[src/rtl/param_seq_multiplier.sv]
// -----------------------------------------------------------------------------
// param_seq_multiplier
//
// Sequential shift-and-add multiplier for WIDTH-bit operands producing a
// 2*WIDTH-bit product. Operands are captured as magnitudes when start is
// accepted in IDLE. MULT then runs one add/shift iteration per cycle, and
// DONE applies the result sign and pulses done for one cycle.
//
// Signed mode treats a and b as two's complement. The most negative value
// -2^(WIDTH-1) is exact because its magnitude fits in WIDTH unsigned bits.
//
// Optional build macro:
//   SEQ_MULT_EARLY_TERM_EN - leave MULT as soon as the shifted multiplier
//                            register becomes zero. The product is unchanged;
//                            only the latency gets shorter.
//
// Reset is synchronous and active-low (reset_n).
// -----------------------------------------------------------------------------
module param_seq_multiplier #(
  parameter int WIDTH = 8
) (
  input  logic                 clk,
  input  logic                 reset_n,
  input  logic                 start,
  input  logic                 signed_mode,
  input  logic [WIDTH-1:0]     a,
  input  logic [WIDTH-1:0]     b,
  output logic [2*WIDTH-1:0]   product,
  output logic                 done,
  output logic                 busy
);

  localparam int PW = 2 * WIDTH;
  localparam int CW = $clog2(WIDTH);
  localparam logic [CW-1:0] LAST_CNT = CW'(WIDTH - 1);

  typedef enum logic [1:0] {
    IDLE = 2'd0,
    MULT = 2'd1,
    DONE = 2'd2
  } state_t;

  state_t state, state_next;

  // Datapath registers
  logic [PW-1:0]    mcand_q;   // shifted multiplicand magnitude
  logic [WIDTH-1:0] mplier_q;  // shifted multiplier magnitude
  logic [PW-1:0]    acc_q;     // partial-product accumulator
  logic [CW-1:0]    cnt_q;     // iteration counter
  logic             neg_q;     // sign to apply to the final product

  // Operand conditioning applied at capture time
  logic             a_neg, b_neg;
  logic [WIDTH-1:0] a_mag, b_mag;
  logic             start_sign;

  // Per-iteration datapath values
  logic [PW-1:0]    partial;
  logic [PW-1:0]    acc_sum;
  logic [WIDTH-1:0] mplier_shift;
  logic             last_iter;
  logic [PW-1:0]    product_final;

  // Convert the incoming operands to magnitudes and derive the result sign.
  always_comb begin
    a_neg = signed_mode & a[WIDTH-1];
    b_neg = signed_mode & b[WIDTH-1];
    a_mag = a_neg ? -a : a;
    b_mag = b_neg ? -b : b;
    // A zero operand always gives +0, whatever the sign bits say.
    start_sign = (a_neg ^ b_neg) && (a != '0) && (b != '0);
  end

  // One shift-and-add step, plus the exit test for the MULT loop.
  always_comb begin
    partial      = mplier_q[0] ? mcand_q : '0;
    acc_sum      = acc_q + partial;
    mplier_shift = mplier_q >> 1;
`ifdef SEQ_MULT_EARLY_TERM_EN
    last_iter    = (cnt_q == LAST_CNT) || (mplier_shift == '0);
`else
    last_iter    = (cnt_q == LAST_CNT);
`endif
    product_final = neg_q ? -acc_q : acc_q;
  end

  // State register.
  always_ff @(posedge clk) begin
    // NOTE: sequential state is written with non-blocking assignments only,
    // so every register samples its inputs from before the clock edge.
    if (!reset_n) begin
      state <= IDLE;
    end else begin
      state <= state_next;
    end
  end

  // Next-state logic. MULT and DONE ignore start.
  always_comb begin
    // NOTE: the default is assigned first so that no path leaves state_next
    // unassigned; otherwise a latch would be inferred.
    state_next = state;
    case (state)
      IDLE:    if (start) state_next = MULT;
      MULT:    if (last_iter) state_next = DONE;
      DONE:    state_next = IDLE;
      default: state_next = IDLE;
    endcase
  end

  // Operand capture in IDLE, then one add/shift iteration per MULT cycle.
  always_ff @(posedge clk) begin
    if (!reset_n) begin
      // NOTE: the datapath registers are cleared on reset as well, so an
      // aborted operation leaves nothing behind in them.
      mcand_q  <= '0;
      mplier_q <= '0;
      acc_q    <= '0;
      cnt_q    <= '0;
      neg_q    <= 1'b0;
    end else begin
      case (state)
        IDLE: begin
          if (start) begin
            mcand_q  <= {{WIDTH{1'b0}}, a_mag};
            mplier_q <= b_mag;
            acc_q    <= '0;
            cnt_q    <= '0;
            neg_q    <= start_sign;
          end
        end
        MULT: begin
          acc_q    <= acc_sum;
          mcand_q  <= mcand_q << 1;
          mplier_q <= mplier_shift;
          cnt_q    <= cnt_q + CW'(1);
        end
        default: begin
          // DONE keeps the datapath unchanged while the result is output.
        end
      endcase
    end
  end

  // Registered result and done pulse. The product holds until the next DONE.
  always_ff @(posedge clk) begin
    if (!reset_n) begin
      product <= '0;
      done    <= 1'b0;
    end else begin
      done <= (state == DONE);
      if (state == DONE) begin
        product <= product_final;
      end
    end
  end

  assign busy = (state != IDLE);

endmodule

[config.mk]
export PLATFORM = sky130hd
export DESIGN_NAME = param_seq_multiplier
export DESIGN_NICKNAME = d
export VERILOG_FILES = /design/src/rtl/param_seq_multiplier.sv
export SDC_FILE = /design/constraint.sdc
export NUM_CORES = 1
export LEC_CHECK = 0
export ABC_AREA = 0
export BUFFER_PORTS_ARGS = -buffer_cell sky130_fd_sc_hd__buf_2
export CAP_MARGIN = 20
export CORE_MARGIN = 8
export CORE_UTILIZATION = 59
export DETAILED_ROUTE_END_ITERATION = 12
export GPL_ROUTABILITY_DRIVEN = 0
export PLACE_DENSITY = 0.78
export SLEW_MARGIN = 20
export SYNTH_ARGS = -nofsm -noshare
export SYNTH_HDL_FRONTEND = slang
export SYNTH_SLANG_ARGS = --single-unit
[constraint.sdc]
create_clock -name clk -period 2.7 [get_ports clk]
set_input_delay 0.54 -clock clk [delete_from_list [all_inputs] [get_ports clk]]
set_output_delay 0.54 -clock clk [all_outputs]
set_load 0.05 [all_outputs]
* Yosys cells after proc, flatten, opt, wreduce, memory -nomap -nowiden
Cells that the tools add are included. W data, S select, Z words.
Operators by class: add/sub/neg operators 5, eq/ne operators 5, muxes and demuxes 15, bitwise logic cells 3, reduce and logical (&&, ||, !) cells 10
Operators by type and width (number):
- $mux W16 | 4
- $pmux W16 S2 | 2
- $mux W8 | 3
- $add A16 B16 Y16 | 1
- $neg A16 Y16 | 1
- $neg A8 Y8 | 2
- $pmux W8 S2 | 1
- $reduce_bool A8 Y1 | 2
- $pmux W3 S2 | 1
- $reduce_and A2 Y1 | 3
- $mux W2 | 2
- $ne A2 B2 Y1 const B | 2
- $pmux W2 S2 | 1
- $reduce_bool A2 Y1 | 2
- $add A3 B1 Y3 const B | 1
- $eq A3 B3 Y1 const B | 1
- $mux W3 | 1
- $and A1 B1 Y1 | 2
- $eq A2 B1 Y1 const B | 1
- $eq A2 B2 Y1 const B | 1
- $logic_and A1 B1 Y1 | 2
- $logic_not A2 Y1 | 1
- $xor A1 B1 Y1 | 1
Word-level totals: register bits 63, bits of input ports 20, output and inout port bits 18, word-level logic and storage cells 46

* Logic depth before layout (Yosys ltp)
Gate-level depths: netlist (run 1).
depth after elaboration 4, mapped depth 11

* Worst setup path after synthesis (run 1)
OpenSTA, ideal clock, no wires.
path type register to register, start point reg mplier_q[0], end point reg acc_q[12], library setup time 74 ps, arrival time 2275 ps, required time 2626 ps, slack 350 ps, stages on the path, launching flop included 12, path buffers 1, clock period less this slack 2350 ps, path through dfxtp_1 > clkbuf_1 > and2_1 > ha_1 > inv_1 > fa_1 > nor2b_1 > o211ai_1 > a31oi_1 > a311oi_1 > xor2_1 > o21ai_0
Between the ends: longest elaborated chain between the ends 3
Ends and longest elaborated chain:
- start: declaration | RTL line 47 | logic [WIDTH-1:0] mplier_q;
- start signal: assignment | RTL line 126 | mplier_q <= b_mag;
- start signal: assignment | RTL line 135 | mplier_q <= mplier_shift;
- $mux W16 | RTL line 76 | partial = mplier_q[0] ? mcand_q : '0;
- $add A16 B16 Y16 | RTL line 77 | acc_sum = acc_q + partial;
- $pmux W16 S2 | RTL line 122 | case (state)
- end signal: assignment | RTL line 133 | acc_q <= acc_sum;
- end: declaration | RTL line 48 | logic [PW-1:0] acc_q;
No other way between the ends. A chain may end at the register's enable or synchronous reset.

* Worst setup path after layout (run 1)
start point reg mcand_q[0], end point reg acc_q[12]
Between the ends: longest elaborated chain between the ends 3
Ends and longest elaborated chain:
- start: declaration | RTL line 46 | logic [PW-1:0] mcand_q;
- start signal: assignment | RTL line 125 | mcand_q <= {{WIDTH{1'b0}}, a_mag};
- start signal: assignment | RTL line 134 | mcand_q <= mcand_q << 1;
- $mux W16 | RTL line 76
- $add A16 B16 Y16 | RTL line 77
- $pmux W16 S2 | RTL line 122
No other way between the ends.

==> summary.txt, run 1 <==
Comb pwr share: 0.101
sequential area share after synthesis: 0.3313
hold bufs inserted after CTS: 0
fin nets: 533
Final Max Slew Viols: 0
register area: 0.001261 sq mm
Clk pwr share: 0.417
CP Max Fanout: 4
Main synth FF type: dfxtp_1
Finished Layout Cells: 574
FP Rows: 29
syn avg cell area: 8.170 sq um
routed wire length: 8.122 mm
syn_nets: 507
Root Buffer Master: clkbuf_8
Slew @ Worst Pin: 0.9824 ns
Sw Share: 0.2417
clk sinks: 63
pre-CTS setup slack: 0.3960 ns
yosys warns: 0
CP Capture Type: flop
final hold violations: 0
skew final: 0.005741 ns
flops & latches, synth: 63
Longest Clk Path Bufs: 2
Clock Latency Late Sink: 0.34 ns
Worst R2R Path Depth: 10
initial antenna violation count: 0
Final ANT Viol Nets: 0
most frequent cell after synthesis: dfxtp_1
Antenna Cells: 0
drt drc: 0
placed insts: 558
CTS clk-pin slew, worst paths: 0.07 ns
asr flop ratio synth: 0
P per Cell Area: 475.8 mW/mm^2
worst hold start: mcand_q[9]$_SDFFE_PN0P_
CP arrival: 2.61 ns
crit path from: mcand_q[0]$_SDFFE_PN0P_
placed cell areas: 0.004038 sq mm
DRT Pass-1 Iters: 4
final setup fails: 0
layout cells sized above 1: 0.1408
Hold Slack: 0.4755 ns
worst rel slew slack: 0.3427
global-route wire length before repair: 14.09 mm
fin worst setup slack: 0.3617 ns
die width: 96.33 microns
setup bufs post-CTS: 0
cts bufs inserted: 9
die area: 0.009279 sq mm
Top Ports: 38
hold depth: 2
Post-Syn Instances: 466
Synth top area share: 0.3313
total gr overflow: 0
launch point of the worst reg-to-reg path: mcand_q[0]$_SDFFE_PN0P_
critical path data required time: 2.97 ns
H-Tree Depth: 3
largest net degree at the start of global routing: 34
CTS tree: yes
Leak Pwr: 1.951 nW
Synth top cells by count: dfxtp_1 (63), nand2_1 (56), o21ai_0 (34), and2_1 (30), clkbuf_1 (27)
cell taking the most area after synthesis: dfxtp_1
critical path start-end classification: flop to flop
startpoint types: flop
RSZ-0062 raised after global routing: no
fmax: 427.7 MHz
Final Cycle Share: 0.8660
main area contributors after synthesis: dfxtp_1 (33%), ha_1 (6.6%), nand2_1 (5.5%), xor2_1 (5.3%), and2_1 (4.9%)
initial core utilization: 0.6031
vias per inst: 5.739
multi-input logic area: 0.002394 sq mm
setup TNS: 0 ns
1st-iter DRT viols: 156
r2r setup slk: 0.36 ns
hold endpoint: mcand_q[10]$_SDFFE_PN0P_
Tmin final: 2.338 ns
final instance area: 0.004247 sq mm
reg2reg end: acc_q[12]$_SDFFE_PN0P_
number of port buffers: 37
P_int: 1.532 mW
post_cts resized: 0
worst vdd ir: 0.3136 mV
library cells used by synthesis: 52
DP Wirelength: 6.127 mm
Post-Syn Area: 0.003807 sq mm
vias: 3294
outcome: complete, no violations
synthesis-to-layout area growth: 11.53%
core footprint: 0.006314 sq mm
total track usage: 0.1897
EDFF count, synth: 0
Fillers: 542
per-cell routed wire length: 14.15 microns
register share of total power: 0.482
Hold Path Class: flop to flop
Max-cap violations: 0
sw power: 488.4 uW
vias in the first global route: 3151
Die Y: 96.33 microns
[through the flow]
stage | util | power, mW
2_1_floorplan | - | 1.130
3_3_place_gp | 0.6395 | 1.190
3_5_place_dp | 0.6395 | 1.197
4_1_cts | 0.6726 | 2.037
5_1_grt | 0.6726 | 2.105
6_report | 0.6726 | 2.021
[final cells by class]
type                            count  area share
Multi-Input combinational cell    362      0.5636
Clock inverter                      3    0.009428
Tap cell                           77     0.02269
Inverter                           11    0.009723
Timing Repair Buffer               45     0.05775
Sequential cell                    63      0.2970
Clock buffer                       13     0.03978
[placed cells by master, fill, tap and decap left out, drive strengths merged, types with 5 or more instances in the layout]
| cell | instances |
|---|---|
| a22oi | 11 |
| buf | 45 |
| nand2 | 56 |
| inv | 11 |
| nand3 | 25 |
| xor2 | 23 |
| nor2b | 10 |
| o31ai | 6 |
| nand2b | 7 |
| xnor2 | 13 |
| and2 | 30 |
| ha | 20 |
| a21o | 5 |
| a21oi | 24 |
| nor2 | 15 |
| o21ai | 37 |
| a21boi | 16 |
| o211a | 11 |
| clkbuf | 13 |
| and3 | 5 |
| dfxtp | 63 |
[flip-flops by register name, summed over array words and instances, names as in the netlist]
| name | cells |
|---|---|
| acc_q | 16 |
| cnt_q | 3 |
| done | 1 |
| mcand_q | 16 |
| mplier_q | 8 |
| neg_q | 1 |
| product | 16 |
| state | 2 |
[how the worst max path moves through the flow]
stage	endpoint	slack, ns	cells after the start
after floorplan	acc_q[12]$_SDFFE_PN0P_	0.35	11
after global placement	acc_q[12]$_SDFFE_PN0P_	0.45	10
after detailed placement	acc_q[12]$_SDFFE_PN0P_	0.40	10
after global routing	acc_q[12]$_SDFFE_PN0P_	0.12	10
after CTS	acc_q[12]$_SDFFE_PN0P_	0.38	10
final	acc_q[12]$_SDFFE_PN0P_	0.36	10
[power groups by stage]
stage | Sequential (mW) | Combinational, mW | Clock (mW)
2_1_floorplan | 0.985 | 0.145 | 0
3_3_place_gp | 0.993 | 0.197 | 0
3_5_place_dp | 0.993 | 0.204 | 0
4_1_cts | 0.973 | 0.204 | 0.860
5_1_grt | 0.976 | 0.229 | 0.900
6_report | 0.973 | 0.204 | 0.843
[worst max-delay path: stages (launching register included)]
cell and delay, ns:
dfxtp_1 0.36, and2_1 0.14, ha_1 0.18, inv_1 0.06, fa_1 0.39, nor2b_1 0.20, o211ai_1 0.13, a31oi_1 0.34
a311oi_1 0.17, xor2_1 0.16, o21ai_0 0.14
[logic make-up after synthesis]
kind of cell,share of synthesized area
buffers and inverters,0.04075
flip-flops,0.3313
multiplexers,0.005586
adder cells (fa/ha/maj),0.07098
XOR/XNOR,0.08281
AND/OR/NAND/NOR,0.2251
AO/OA/AOI/OAI,0.2435
[per-layer routing]
layer  up-vias  GRT usage  share of wire
li1       1707          -              -
met5         -          0              0
met3         7    0.02886          0.048
met2        67     0.3201           0.48
met1      1513     0.2320           0.46
met4         0    0.08701         0.0078
No activity file was read; power rests on OpenSTA's default activity.
==> run 2: changes to the inputs <==
Settings changed: PLACE_DENSITY 0.78 to 0.8.
==> summary.txt, run 2 (synthesis gave the netlist of run 1 again) <==
Top Ports: 38
most frequent cells in the layout: dfxtp_1 (63), nand2_1 (56), buf_2 (37)
H-Tree Depth: 3
CP Max Fanout: 4
CP Capture Type: flop
synthesis-to-layout area growth: 11.40%
setup TNS: 0 ns
Root Buffer Master: clkbuf_8
Max-cap violations: 0
fin nets: 533
Longest Clk Path Bufs: 2
DP Wirelength: 5.925 mm
setup bufs post-CTS: 0
register area: 0.001261 sq mm
Leak Pwr: 1.939 nW
clk sinks: 63
most common cell after layout, fill and taps aside: dfxtp_1
worst rel slew slack: 0.3302
Clock Latency Late Sink: 0.34 ns
core footprint: 0.006314 sq mm
vias per inst: 5.782
Fillers: 531
Slew @ Worst Pin: 1.001 ns
routed wire length: 8.007 mm
outcome: complete, no violations
cts bufs inserted: 9
DRT Pass-1 Iters: 4
Core Util, Final: 0.6718
vias in the first global route: 3066
biggest regs: acc_q: 16 flops, mcand_q: 16 flops, product: 16 flops
number of port buffers: 37
total power: 1.983 mW
Final Cycle Share: 0.8670
critical path start-end classification: flop to flop
Tmin final: 2.341 ns
Hold Slack: 0.4747 ns
final hold violations: 0
layout cells sized above 1: 0.1449
Final ANT Viol Nets: 0
startpoint types: flop
initial antenna violation count: 0
total gr overflow: 0
largest net degree at the start of global routing: 56
r2r setup slk: 0.36 ns
total track usage: 0.1822
final setup fails: 0
FP Rows: 29
per-cell routed wire length: 13.95 microns
die width: 96.33 microns
Final Max Slew Viols: 0
1st-iter DRT viols: 181
CTS tree: yes
multi-input logic area: 0.002400 sq mm
fmax: 427.2 MHz
CTS clk-pin slew, worst paths: 0.08 ns
pre-CTS setup slack: 0.3027 ns
critical path data required time: 2.96 ns
initial core utilization: 0.6031
placed cell areas: 0.004038 sq mm
P per Cell Area: 467.6 mW/mm^2
skew final: 0.01449 ns
drt drc: 0
worst vdd ir: 0.3517 mV
Antenna Cells: 0
final instance area: 0.004242 sq mm
CP arrival: 2.61 ns
Finished Layout Cells: 574
Die Y: 96.33 microns
die area: 0.009279 sq mm
fin worst setup slack: 0.3590 ns
vias: 3319
placed insts: 558
Hold Path Class: flop to flop
global-route wire length before repair: 13.66 mm
RSZ-0062 raised after global routing: no
-- run 2: repair_timing --
action,4_1_cts,5_1_grt
endpoints found under the setup margin,0,2
resized for setup,0,1
hold buffers,0,0
-- run 2: routing by layer --
metal  wire length [microns]  up-vias  GRT usage
met4                      80        0    0.06936
met2                    3801       72     0.3025
met5                       0        -          0
met3                     388       10    0.02964
li1                        -     1701          -
met1                    3736     1536     0.2311
-- run 2: critical path, cell delays in order (launching register included) --
cell,delay (ns)
dfxtp_1,0.37
and2_1,0.14
ha_1,0.18
inv_1,0.06
fa_1,0.38
nor2b_1,0.21
o211ai_1,0.15
a31oi_2,0.30
a311oi_1,0.17
xor2_1,0.16
o21ai_0,0.15
-- run 2: final cells by class --
class / instances / share of cell area
clock buffers: 10 / 0.03245
clock inverters: 6 / 0.01416
inverters: 11 / 0.009735
multi-input cells: 362 / 0.5658
flip-flops and latches: 63 / 0.2973
well taps: 77 / 0.02271
repair buffers: 45 / 0.05782
-- run 2: worst paths after layout --
| path | start | to | cells after the start |
|---|---|---|---|
| max reg2reg | mcand_q[0]$_SDFFE_PN0P_ | acc_q[12]$_SDFFE_PN0P_ | 10 |
| max | mcand_q[0]$_SDFFE_PN0P_ | acc_q[12]$_SDFFE_PN0P_ | 10 |
| min reg2reg | mcand_q[13]$_SDFFE_PN0P_ | mcand_q[14]$_SDFFE_PN0P_ | 2 |
| min | mcand_q[13]$_SDFFE_PN0P_ | mcand_q[14]$_SDFFE_PN0P_ | 2 |
-- run 2: power by group --
group          switching (mW)  internal [mW]
Clock                   0.361          0.446
Sequential             0.0207          0.952
Combinational           0.123         0.0804
==> run 3: changes to the inputs <==
Settings changed: ABC_AREA 0 to 1, CORE_UTILIZATION 59 to 60, PLACE_DENSITY 0.8 to 0.81.
==> summary.txt, run 3 <==
Top Ports: 38
pre-CTS setup slack: 0.6423 ns
worst vdd ir: 0.3499 mV
Final ANT Viol Nets: 0
yosys warns: 0
skew final: 0.008861 ns
cts bufs inserted: 9
Antenna Cells: 0
met2 wire len: 4.481 mm
total track usage: 0.2011
cell taking the most area after synthesis: dfxtp_1
register area: 0.001261 sq mm
vias: 4002
CTS clk-pin slew, worst paths: 0.07 ns
Finished Layout Cells: 742
Leak Pwr: 2.260 nW
Max-cap violations: 0
CP arrival: 2.31 ns
die area: 0.009528 sq mm
setup bufs post-CTS: 0
Tmin final: 2.102 ns
most common cell after layout, fill and taps aside: nand2_1
startpoint types: flop
total gr overflow: 0
met3 WL: 306 microns
worst rel slew slack: 0.4930
RSZ-0062 raised after global routing: no
Root Buffer Master: clkbuf_8
drt drc: 0
Die Y: 97.61 microns
core footprint: 0.006386 sq mm
synthesis-to-layout area growth: 10.14%
fin nets: 701
outcome: complete, no violations
syn avg cell area: 6.343 sq um
Post-Syn Instances: 630
P per Cell Area: 453.3 mW/mm^2
asr flop ratio synth: 0
most frequent cells in the layout: nand2_1 (194), inv_1 (87), a21oi_1 (63), dfxtp_1 (63), nand3_1 (50)
initial antenna violation count: 0
H-Tree Depth: 3
sequential area share after synthesis: 0.3156
layout cells sized above 1: 0.1053
die width: 97.61 microns
DR top layer: met4
Longest Clk Path Bufs: 2
main area contributors after synthesis: dfxtp_1 (32%), nand2_1 (18%), inv_1 (8.2%), a21oi_1 (7.9%), ha_1 (6.3%)
initial core utilization: 0.6258
vias per inst: 5.394
largest net degree at the start of global routing: 43
Main synth FF type: dfxtp_1
fin worst setup slack: 0.5980 ns
Synth top area share: 0.3156
placed insts: 726
routed wire length: 9.302 mm
Final Max Slew Viols: 0
setup TNS: 0 ns
critical path data required time: 2.91 ns
library cells used by synthesis: 36
flops & latches, synth: 63
met1 WL: 4.257 mm
CP Capture Type: flop
critical path start-end classification: flop to flop
per-cell routed wire length: 12.54 microns
clk sinks: 63
Fillers: 570
Hold Path Class: flop to flop
Synth top cells by count: nand2_1 (194), inv_1 (87), a21oi_1 (63), dfxtp_1 (63), nand3_1 (50)
DRT Pass-1 Iters: 4
DP Wirelength: 7.014 mm
1st-iter DRT viols: 139
hold bufs inserted after CTS: 0
post_cts resized: 0
vias in the first global route: 3951
EDFF count, synth: 0
syn_nets: 671
fmax: 475.7 MHz
Post-Syn Area: 0.003996 sq mm
Slew @ Worst Pin: 0.7597 ns
biggest regs: acc_q: 16 flops, mcand_q: 16 flops, product: 16 flops
global-route wire length before repair: 16.59 mm
CP Max Fanout: 17
Clock Latency Late Sink: 0.34 ns
CTS tree: yes
FP Rows: 29
multi-input logic area: 0.002297 sq mm
total power: 1.995 mW
Final Cycle Share: 0.7785
number of port buffers: 37
most frequent cell after synthesis: nand2_1
final setup fails: 0
final hold violations: 0
==> run 3: critical path, stage by stage (launching register included) <==
cell and delay [ns]:
dfxtp_1 0.31, buf_4 0.20, nand2_1 0.07, inv_1 0.05, ha_1 0.15, inv_1 0.06
fa_1 0.36, inv_1 0.12, nand3_1 0.08, nand3_1 0.13, a21oi_1 0.10, or2_0 0.21
nand3_1 0.07, a21oi_1 0.06
==> run 3: layout make-up <==
cell class	count	share of cell area
Clock buffer	11	0.03212
Clock inverter	5	0.01279
Inverter	91	0.07760
Multi-Input combinational cell	455	0.5219
Sequential cell	63	0.2865
Tap cell	77	0.02189
Timing Repair Buffer	40	0.04719
==> run 3: worst paths after layout <==
kind	end	depth (start not counted)	start	slack, ns
max	acc_q[8]$_SDFFE_PN0P_	13	mplier_q[0]$_SDFFE_PN0P_	0.60
min	mplier_q[7]$_SDFFE_PN0P_	2	mplier_q[7]$_SDFFE_PN0P_	0.47
max reg2reg	acc_q[8]$_SDFFE_PN0P_	13	mplier_q[0]$_SDFFE_PN0P_	0.60
min reg2reg	mplier_q[7]$_SDFFE_PN0P_	2	mplier_q[7]$_SDFFE_PN0P_	0.47
==> run 3: cells by family after synthesis <==
group                      Yosys count  share of synthesized area
AOI/OAI and AO/OA                  117                     0.1581
buffers and inverters              112                     0.1102
and+or+nand+nor                    308                     0.3287
adders and majority gates           21                    0.06763
xor gates and xnor gates             9                    0.01973
DFF                                 63                     0.3156
==> run 3: where the power goes <==
group	total [mW]	switching, mW	leakage [nW]	internal, mW
logic	0.198	0.136	1.65	0.0616
clock network	0.825	0.373	0.0997	0.452
registers	0.973	0.0199	0.511	0.953
total	2.00	0.529	2.26	1.47
==> run 3: layer usage <==
| metal | vias to the layer above | GRT usage |
|---|---|---|
| met5 | - | 0 |
| met2 | 95 | 0.3544 |
| met3 | 21 | 0.03201 |
| li1 | 2094 | - |
| met4 | 0 | 0.1119 |
| met1 | 1792 | 0.2239 |
==> run 3: metrics by stage <==
stage / instance area (sq um) / hold WS [ns] / utilization
after detailed placement: 4204 / 0.4592 / 0.6583
after floorplan: 3996 / 0.4353 / -
after CTS: 4402 / 0.4695 / 0.6893
after global placement: 4204 / 0.4548 / 0.6583
final: 4402 / 0.4684 / 0.6893
after global routing: 4402 / 0.4866 / 0.6893
